--- src/rtl/vend_ctrl.sv ---
// vend_ctrl: multi-product vending controller.
//
// Accumulates coin credit in nickel units, vends one of N_ITEMS products,
// each with its own price. Change or a cancel refund is paid as a serial
// stream of single coins over a valid/ready handshake.
//
// Ports
//   i_clk, i_rst_n           clock, synchronous active-low reset
//   i_nickel/i_dime/i_quarter coin pulses (1/2/5 units)
//   i_sel [N_ITEMS]          one-hot product select pulse
//   i_cancel                 refund request pulse
//   i_chg_ready              coin dispenser accepts a coin this cycle
//   o_credit                 current credit (nickels)
//   o_vend, o_item           product release pulse and its index
//   o_deny                   selection refused, not enough credit
//   o_coin_reject            inserted coin returned
//   o_chg_valid, o_chg_coin  change coin offer (01 nickel, 10 dime, 11 quarter)
//   o_busy                   paying change
//
// state  | meaning
// -------+------------------------------------------------------------
// IDLE   | accept coins, cancel, product selection
// CHANGE | pay out remaining credit one greedy coin at a time

module vend_ctrl #(
   parameter int N_ITEMS  = 4,
   parameter int CREDIT_W = 6,
   parameter logic [N_ITEMS*CREDIT_W-1:0] ITEM_PRICES = {6'd13, 6'd10, 6'd7, 6'd5}
) (
   input  logic                       i_clk,
   input  logic                       i_rst_n,
   input  logic                       i_nickel,
   input  logic                       i_dime,
   input  logic                       i_quarter,
   input  logic [N_ITEMS-1:0]         i_sel,
   input  logic                       i_cancel,
   input  logic                       i_chg_ready,
   output logic [CREDIT_W-1:0]        o_credit,
   output logic                       o_vend,
   output logic [$clog2(N_ITEMS)-1:0] o_item,
   output logic                       o_deny,
   output logic                       o_coin_reject,
   output logic                       o_chg_valid,
   output logic [1:0]                 o_chg_coin,
   output logic                       o_busy
);

   localparam int IDX_W = $clog2(N_ITEMS);

   typedef enum logic {
      IDLE   = 1'b0,
      CHANGE = 1'b1
   } state_t;

   state_t              state_q, state_d;
   logic [CREDIT_W-1:0] credit_q, credit_d;
   logic                vend_q, vend_d;
   logic [IDX_W-1:0]    item_q, item_d;
   logic                deny_q, deny_d;
   logic                coin_reject_q, coin_reject_d;
   logic                chg_valid_q, chg_valid_d;
   logic [1:0]          chg_coin_q, chg_coin_d;

   logic [1:0]          coin_cnt;
   logic [CREDIT_W-1:0] coin_add;
   logic [CREDIT_W:0]   coin_sum;
   logic                sel_onehot;
   logic [CREDIT_W-1:0] sel_price;
   logic [IDX_W-1:0]    sel_idx;

   // Largest coin not exceeding the remaining credit.
   function automatic logic [1:0] greedy_coin(input logic [CREDIT_W-1:0] c);
      if (c >= CREDIT_W'(5))
         return 2'b11;
      else if (c >= CREDIT_W'(2))
         return 2'b10;
      else
         return 2'b01;
   endfunction

   function automatic logic [CREDIT_W-1:0] coin_value(input logic [1:0] coin);
      case (coin)
         2'b01:   return CREDIT_W'(1);
         2'b10:   return CREDIT_W'(2);
         2'b11:   return CREDIT_W'(5);
         default: return '0;
      endcase
   endfunction

   always_comb begin
      coin_cnt = {1'b0, i_nickel} + {1'b0, i_dime} + {1'b0, i_quarter};
      if (i_quarter)
         coin_add = CREDIT_W'(5);
      else if (i_dime)
         coin_add = CREDIT_W'(2);
      else
         coin_add = CREDIT_W'(1);
      // Extra carry bit flags a deposit that would exceed max credit.
      coin_sum   = {1'b0, credit_q} + {1'b0, coin_add};
      sel_onehot = (i_sel != '0) && ((i_sel & (i_sel - N_ITEMS'(1))) == '0);
      sel_price  = '0;
      sel_idx    = '0;
      for (int k = 0; k < N_ITEMS; k++) begin
         if (i_sel[k]) begin
            sel_price = ITEM_PRICES[k*CREDIT_W +: CREDIT_W];
            sel_idx   = IDX_W'(k);
         end
      end
   end

   always_comb begin
      state_d       = state_q;
      credit_d      = credit_q;
      vend_d        = 1'b0;
      item_d        = '0;
      deny_d        = 1'b0;
      coin_reject_d = 1'b0;
      chg_valid_d   = 1'b0;
      chg_coin_d    = 2'b00;

      case (state_q)
         IDLE: begin
            if (coin_cnt != 2'd0) begin
               if (coin_cnt != 2'd1 || coin_sum[CREDIT_W])
                  coin_reject_d = 1'b1;
               else
                  credit_d = coin_sum[CREDIT_W-1:0];
            end else if (i_cancel) begin
               if (credit_q != '0)
                  state_d = CHANGE;
            end else if (sel_onehot) begin
               if (credit_q >= sel_price) begin
                  vend_d   = 1'b1;
                  item_d   = sel_idx;
                  credit_d = credit_q - sel_price;
                  if (credit_d != '0)
                     state_d = CHANGE;
               end else begin
                  deny_d = 1'b1;
               end
            end
         end
         CHANGE: begin
            if (coin_cnt != 2'd0)
               coin_reject_d = 1'b1;
            if (chg_valid_q && i_chg_ready) begin
               credit_d = credit_q - coin_value(chg_coin_q);
               if (credit_d == '0)
                  state_d = IDLE;
            end
         end
         default: state_d = IDLE;
      endcase

      // Offer is derived from next-cycle credit so it is registered and
      // stays put while the dispenser holds off.
      if (state_d == CHANGE && credit_d != '0) begin
         chg_valid_d = 1'b1;
         chg_coin_d  = greedy_coin(credit_d);
      end
   end

   always_ff @(posedge i_clk) begin
      if (!i_rst_n) begin
         state_q       <= IDLE;
         credit_q      <= '0;
         vend_q        <= 1'b0;
         item_q        <= '0;
         deny_q        <= 1'b0;
         coin_reject_q <= 1'b0;
         chg_valid_q   <= 1'b0;
         chg_coin_q    <= 2'b00;
      end else begin
         state_q       <= state_d;
         credit_q      <= credit_d;
         vend_q        <= vend_d;
         item_q        <= item_d;
         deny_q        <= deny_d;
         coin_reject_q <= coin_reject_d;
         chg_valid_q   <= chg_valid_d;
         chg_coin_q    <= chg_coin_d;
      end
   end

   assign o_credit      = credit_q;
   assign o_vend        = vend_q;
   assign o_item        = item_q;
   assign o_deny        = deny_q;
   assign o_coin_reject = coin_reject_q;
   assign o_chg_valid   = chg_valid_q;
   assign o_chg_coin    = chg_coin_q;
   assign o_busy        = (state_q == CHANGE);

endmodule

--- config.mk ---
export PLATFORM = sky130hd
export DESIGN_NAME = vend_ctrl
export DESIGN_NICKNAME = d
export VERILOG_FILES = /design/src/rtl/vend_ctrl.sv
export SDC_FILE = /design/constraint.sdc
export NUM_CORES = 1
export LEC_CHECK = 0
export BUFFER_PORTS_ARGS = -buffer_cell sky130_fd_sc_hd__buf_2
export CAP_MARGIN = 20
export CORE_ASPECT_RATIO = 0.6
export CORE_MARGIN = 2
export CORE_UTILIZATION = 53
export CTS_BUF_LIST = sky130_fd_sc_hd__clkbuf_4 sky130_fd_sc_hd__clkbuf_8
export DETAILED_ROUTE_END_ITERATION = 8
export PLACE_DENSITY = 0.79
export SYNTH_ARGS = -nofsm -noshare
export SYNTH_HDL_FRONTEND = slang
export SYNTH_SLANG_ARGS = --single-unit
--- constraint.sdc ---
create_clock -name i_clk -period 2.85 [get_ports i_clk]
set_clock_uncertainty 0.15 [all_clocks]
set_input_delay 0 -clock i_clk [delete_from_list [all_inputs] [get_ports i_clk]]
set_output_delay 0 -clock i_clk [all_outputs]
set_load 0.02 [all_outputs]
======== After elaboration in Yosys (flattened, before gate mapping) ========
Index checks and enable logic that the tools add are counted.
word-level totals
  output and inout port bits .............. 15
  bits of input ports ..................... 11
  register bits after elaboration ......... 15
  logic and storage cells ................. 77
cells by class
  reduce and logical (&&, ||, !) cells .... 14
  add/sub/neg operators ................... 6
  order comparisons ....................... 3
  bitwise operators ....................... 5
  equality and inequality tests ........... 4
  muxes and demuxes ....................... 37
operator list
  kind                                                               number
  two-way mux 6 bit                                                  12
  nonzero test 6 bit                                                 3
  two-way mux 1 bit                                                  15
  one-hot mux 6 bit (2 select lines)                                 1
  subtractor 6 bit                                                   2
  two-way mux 2 bit                                                  5
  one-hot mux 3 bit (3 select lines)                                 1
  adder 6 x 6 -> 7 bit                                               1
  greater-or-equal comparator 6 x 2 -> 1 bit, second input constant  1
  greater-or-equal comparator 6 x 3 -> 1 bit, second input constant  1
  greater-or-equal comparator 6 bit                                  1
  zero test 6 bit                                                    1
  OR reduction 6 bit                                                 1
  OR reduction 5 bit                                                 1
  bitwise AND 4 bit                                                  1
  equality test 2 bit, second input constant                         2
  zero test 4 bit                                                    1
  NOT 1 bit                                                          4
  one-hot mux 1 bit (2 select lines)                                 2
  nonzero test 4 bit                                                 1
  subtractor 4 x 1 -> 4 bit, second input constant                   1
  logical AND 1 bit                                                  3
  two-way mux 3 bit                                                  1
  adder 1 x 1 -> 2 bit                                               1
  other kinds (6)                                                    6

======== Longest topological paths before layout ========
Gate-level depths: netlist of run 1.
  word-level depth ........................ 14
  gate-level depth with buffers ........... 13
  gate-level depth less buffers ........... 13

======== Least setup slack after synthesis of run 1 ========
Ideal clock, no wire load.
  path type ............................... flip-flop to flip-flop
  start point ............................. register credit_q[1] (netlist: o_credit[1])
  end point ............................... register chg_coin_q[0] (netlist: o_chg_coin[0])
  setup time .............................. 0.070 ns
  path buffers ............................ 0
  data arrival time ....................... 2.635 ns
  setup slack ............................. -0.005 ns
  data required time ...................... 2.630 ns
  cell stages (with the launch flop) ...... 10
  clock period less this slack ............ 2.855 ns
  cells stage by stage .................... dfxtp_1 inv_1 fa_1 and2b_1 o2111ai_2 or3_1 a32oi_1 a31oi_1 mux2_2 a21oi_1
between the ends
  word-level cells in the longest chain between the ends .. 10
  elaborated cells on any way between the ends .. 31
  classes of those cells .................. 3 x add/sub; 3 x order compare; 18 x mux; 7 x reduce/logical
ends and longest elaborated chain
  item                                                       RTL line  text
  start, declared                                            56        logic [CREDIT_W-1:0] credit_q, credit_d;
  start signal, assigned                                     175       credit_q <= credit_d;
  branches (longest 10 deep; another with subtractor 6 bit)  --
  end signal, assigned                                       181       chg_coin_q <= chg_coin_d;
  end, declared                                              62        logic [1:0] chg_coin_q, chg_coin_d;
Several ways; the timed one is not identified.
A chain may end at the register's enable or synchronous reset.

======== Final worst setup path of run 1 ========
  start point ............................. register credit_q[0] (netlist: o_credit[0])
  end point ............................... register chg_coin_q[0] (netlist: o_chg_coin[0])
Same word-level chain as after synthesis.

==> metrics.txt, run 1 <==
count leader, synth nor2_1; Slew headroom 54.1%; Worst EP required 2880 ps; worst r2r path cells 10; leading post-synthesis cells by cell area dfxtp_1, ha_1, fa_1, nor2_1, nand2_1; peak fanout along the critical path 7; Inserted Clock Buffers 3; DIE WIDTH ~73 um; TritonCTS Sinks 15; critical-path cell list ha_4 > inv_2 > fa_2 > and2b_2 > o2111ai_4 > or3_1 > a32oi_2 > a31oi_4 > mux2_4 > a21oi_2; Setup Viol. Count Final 0; DP Wirelength 3340 um; area growth from synthesis to layout 24.1%; Post-Syn Instances between 150 and 200; GPL Wtd Cong a little over 0.9; GRT overflow 0; Netlist Area Pre-Place 1530 um2; Core ar. between 2000 and 3000 um2; sum of buffers and inverters on the critical path 1; Hold Path Class primary input to flip-flop; Yosys cell types 54; Critical Path AT about 2800 ps; outcome complete, no violations; share of cells above drive strength 1 between 20 and 30%; initial antenna violation count 0; vias in the first global route between 1000 and 1500; Final Cycle Share between 90% and 100%; sequential share of the synthesized area 19.6%; Worst path slowest cell or3_1; setup TNS 0 ps; htree depth 1; max cap viols 0; Warnings, synthesis 0; Die ar. 3350 um2; placed cells roughly 260; CTS tree built; Pleak 0.000807 uW; Post-CTS Setup Bufs 0; minimum clock period between 2000 and 3000 ps; first-pass GRT wire length around 6600 um; Peak VDD IR about 0.40 mV; clock tree buffer depth 2; initial core utilization around 54%; Levels on crit path 10; hold depth 4; DR WL/cell about 18 um; # fillers about 240; Yosys reg bits 15; Slew @ Worst Pin slightly below 700 ps; Post-synth ARST share 0%; Via density ~6.4; Main synth FF type dfxtp_1; ANT cells 0; final WL approximately 4700 um; post-layout util approximately two thirds; Cell Pwr Density 507 nW/um2; Post-synth EDFFs 0; detailed-route via count 1678; total power 966 uW; largest net degree at the start of global routing 16; Finished Layout Cells 264; clock root buffer clkbuf_8; io pins 26; clock-pin transition on the worst setup and hold timing paths roughly 50 ps; GRT Util Overall a little over a quarter; DR DRC count 0; clk_lat worst skew ~240 ps; final net count 256; Critical Path Start Type flip-flop; router iterations before antenna repair 5; Crit Path Class flip-flop to flip-flop; Syn Area/Cell about 8 um2; die height about 46 um; Slew Limit Fails 0; post-route ant nets 0; IO buf count 25; Commonest cells post-synth nor2_1, nand2_1, inv_1, dfxtp_1, a21oi_1; Final Hold Viols 0; Syn Nets 220; CP delay by family, top simple AND/OR/NAND/NOR gates; num rows 15; initial DRC count 190; delay of the slowest cell on the worst path roughly 420 ps; Fmax achieved approximately 360 MHz; top-area cell type share of the netlist area between 10% and 20%; RSZ-0062 raised after global routing no; CP endpoint kind flip-flop; cell taking the most area after synthesis dfxtp_1
[registers in the layout, indices dropped and copies added (netlist names)]
signal / cells
o_item: 2
o_busy: 1
o_chg_valid: 1
o_deny: 1
o_chg_coin: 2
o_credit: 6
o_coin_reject: 1
o_vend: 1
[path summary, 6_finish.rpt]
kind               start  slack, ps            end
max reg2reg  o_credit[0]         60  o_chg_coin[0]
min reg2reg  o_chg_valid        680         o_busy
min             i_sel[2]         40      o_item[0]
max          o_credit[0]         60  o_chg_coin[0]
[stage by stage]
| stage | hold slack (ps) | setup slack [ps] | instance area, um2 |
|---|---|---|---|
| 6_report | 39.9 | 56.4 | 1900 |
| 5_1_grt | 77.3 | 7.68 | 1900 |
| 4_1_cts | 12.0 | 11.3 | 1820 |
| 3_5_place_dp | 163 | -102 | 1730 |
| 3_3_place_gp | 158 | -57.3 | 1730 |
| 2_1_floorplan | -28.4 | 68.2 | 1540 |
[area by class of cell]
| class | instances | area [um2] | share of cell area, % |
|---|---|---|---|
| Timing Repair Buffer | 37 | 220 | 11.6 |
| Clock buffer | 4 | 48.8 | 2.56 |
| Inverter | 17 | 63.8 | 3.35 |
| Sequential cell | 15 | 305 | 16.0 |
| Tap cell | 34 | 42.5 | 2.23 |
| Multi-Input combinational cell | 157 | 1220 | 64.3 |
[power breakdown]
part           switching, uW  total, uW  internal, uW
clock network           66.9        175           108
registers               31.8        262           231
logic                    314        528           214
total                    413        966           553
[timing repair]
item,in CTS,in global routing
hold buffers,2,0
setup endpoints to repair,3,3
resized for setup,3,19
hold endpoints to repair,11,0
pin swaps,0,4
[metal layers]
layer / vias up / routed length [um] / global-route usage, %
met5: - / 0 / 0
met3: 11 / 573 / 5.97
met2: 114 / 1980 / 37.1
li1: 781 / - / -
met1: 772 / 2080 / 40.5
met4: 0 / 55 / 5.45
[placed cells by master, fill, tap and decap left out, types with 3 or more instances in the layout]
cell | synthesis | layout
a211oi_1 | 3 | 3
a21oi_1 | 11 | 9
a31oi_1 | 4 | 3
and2_1 | 4 | 3
and4_1 | 3 | 3
buf_2 | 3 | 25
buf_4 | 0 | 10
clkbuf_8 | 2 | 3
dfxtp_1 | 15 | 13
fa_1 | 4 | 3
ha_1 | 10 | 8
inv_1 | 17 | 15
mux2i_1 | 3 | 3
nand2_1 | 18 | 18
nand2b_1 | 4 | 4
nand3_1 | 3 | 3
nand4_1 | 4 | 4
nor2_1 | 19 | 19
nor2b_1 | 6 | 6
nor3_1 | 6 | 6
o21ai_0 | 7 | 7
o31ai_1 | 3 | 3
xnor2_1 | 3 | 3
xor2_1 | 3 | 3
[worst register-to-register path, cell delays in order (launching register included)]
cell       delay, ps
dfxtp_4          400
ha_4             150
inv_2             30
fa_2             330
and2b_2          270
o2111ai_4        200
or3_1            420
a32oi_2          260
a31oi_4           80
mux2_4           340
a21oi_2          110
[cell families (layout without fill, tap and decap cells)]
| logic type | after synthesis | count (layout) | share of synthesized area [%] |
|---|---|---|---|
| compound gates | 49 | 49 | 23.8 |
| fa+ha+maj | 14 | 14 | 13.4 |
| flops | 15 | 15 | 19.6 |
| buf+inv | 23 | 58 | 7.18 |
| simple gates | 83 | 83 | 29.2 |
| mux | 5 | 5 | 3.43 |
| xor+xnor | 6 | 6 | 3.43 |
(Power assumes the default switching activity.)
==> run 2, diff against run 1 <==
Settings changed: PLACE_DENSITY 0.79 to default, PLACE_DENSITY_LB_ADDON from default to 0.15.
==> metrics.txt, run 2 (synthesis results as in run 1) <==
outcome complete, no violations; Via density 6.18 (-2.7%); largest net degree at the start of global routing 17 (+1); DR DRC count 0 (unchanged); IO buf count 25 (unchanged); clock share of power 17.3% (-0.8 points); share of cells above drive strength 1 34.0% (+4.5 points); Worst EP required 2880 ps (about the same); GRT Util Overall 28.3% (+1.9 points); initial DRC count 154 (-19%); clock-pin transition on the worst setup and hold timing paths 60 ps (about the same); DR WL/cell 16.5 um (-7.1%); sequential share of power 27.1% (about the same); TritonCTS Sinks 15 (unchanged); Final Hold Viols 0 (unchanged); Die ar. 3350 um2 (unchanged); Peak VDD IR 0.436 mV (+8.5%); Cell Int Power 557 uW (+0.64%); Critical Path Start Type flip-flop; minimum clock period 2760 ps (-35.0 ps); clk_lat worst skew 240 ps (about the same); CP endpoint kind flip-flop; Slew headroom 68.0% (+14 points); Crit Path Class flip-flop to flip-flop; Slew Limit Fails 0 (unchanged); area growth from synthesis to layout 27.7%; Comb pwr share 55.6% (+0.9 points); peak fanout along the critical path 5 (-2); die height 45.7 um (unchanged); Core ar. 2820 um2 (unchanged); htree depth 1 (unchanged); post-route ant nets 0 (unchanged); Metal-1 WL 2000 um (-4.1%); vias in the first global route 1560 (+14%); Area after DPL 1800 um2 (+3.9%); io pins 26 (unchanged); Pleak 0.000846 uW (+4.8%); Slew @ Worst Pin 479 ps (-209 ps); clock tree buffer depth 2 (unchanged); final WL 4540 um (-3.2%); CTS tree built; final net count 267 (+4.3%); # fillers 243 (+3.0%); Net Sw Frac 42.1% (-0.66 points); setup TNS 0 ps (unchanged); Critical Path AT 2790 ps (-30 ps); Cell Pwr Density 491 nW/um2 (-3.3%); Setup Viol. Count Final 0 (unchanged); initial antenna violation count 0 (unchanged); Fmax achieved 362 MHz (+1.3%); total power 961 uW (-0.50%); initial core utilization 54.5% (unchanged); flop2flop setup slack 90 ps (+30 ps); met3 wire length 448 um (-22%); most common cell after layout, fill and taps aside buf_2; detailed-route via count 1700 (+1.3%); max cap viols 0 (unchanged); most frequent cells in the layout buf_2, buf_4, nor2_1, nand2_1, inv_1; Finished Cell Area 1960 um2 (+2.9%); post-layout util 69.6% (+2.0 points); Highest Signal Layer met4; WL met2 2070 um (+4.3%); Psw 404 uW (-2.0%); first-pass GRT wire length 7120 um (+8.1%); DIE WIDTH 73.5 um (unchanged); GRT overflow 0 (unchanged); num rows 15 (unchanged); Hold Path Class primary input to flip-flop; Inserted Clock Buffers 3 (unchanged); clock root buffer clkbuf_8; Final Cycle Share 96.8% (-1.2 points); DP Wirelength 3580 um (+7.3%); number of flip-flops in the largest register 6 (unchanged); router iterations before antenna repair 5 (unchanged); GPL Wtd Cong 0.960 (+5.6%); ANT cells 0 (unchanged)
-- run 2: stage by stage --
step / hold WS, ps / worst slack [ps] / std cells
finish: 35.1 / 91.3 / 275
floorplan: -28.4 / 68.2 / 195
global route: 69.2 / -43.0 / 275
detailed placement: 158 / -97.0 / 267
global placement: 149 / -35.1 / 267
CTS: 24.8 / 25.4 / 273
-- run 2: repair_timing --
item	in CTS	in global routing
hold endpoints to repair	10	0
setup buffers	0	2
pin swaps	0	4
hold buffers	2	0
resized for setup	2	18
endpoints found under the setup margin	3	4
-- run 2: area by class of cell --
| cell class | count | area, um2 | area share [%] |
|---|---|---|---|
| multi-input combinational | 157 | 1200 | 61.0 |
| sequential | 15 | 308 | 15.7 |
| timing repair buffer | 48 | 303 | 15.5 |
| inverter | 17 | 63.8 | 3.26 |
| tap | 34 | 42.5 | 2.17 |
| clock buffer | 3 | 41.3 | 2.11 |
| clock inverter | 1 | 5.00 | 0.255 |
-- run 2: final timing paths --
| kind | start | cells after the start | to |
|---|---|---|---|
| setup / recovery | o_credit[0] | 10 | o_chg_coin[0] |
| hold / removal | i_sel[2] | 4 | o_item[0] |
| setup reg to reg | o_credit[0] | 10 | o_chg_coin[0] |
| hold reg to reg | o_credit[2] | 3 | o_credit[2] |
-- run 2: metal layers --
layer,track usage [%],up-vias
met3,7.30,4
met4,9.45,0
met5,0,-
met2,42.1,88
li1,-,803
met1,39.9,805
-- run 2: power by group through the flow --
stage | Sequential (uW) | Clock, uW | Combinational [uW]
after global placement | 260 | 0 | 474
after detailed placement | 260 | 0 | 487
after CTS | 256 | 171 | 493
final | 260 | 166 | 535
after floorplan | 281 | 0 | 301
after global routing | 261 | 180 | 586
-- run 2: critical path, stage by stage, from the launching register on --
cell	delay (ps)
dfxtp_4	370
ha_2	170
inv_1	50
fa_2	340
and2b_2	270
o2111ai_4	150
or3_1	410
a32oi_2	260
a31oi_2	90
mux2_2	320
a21oi_2	130
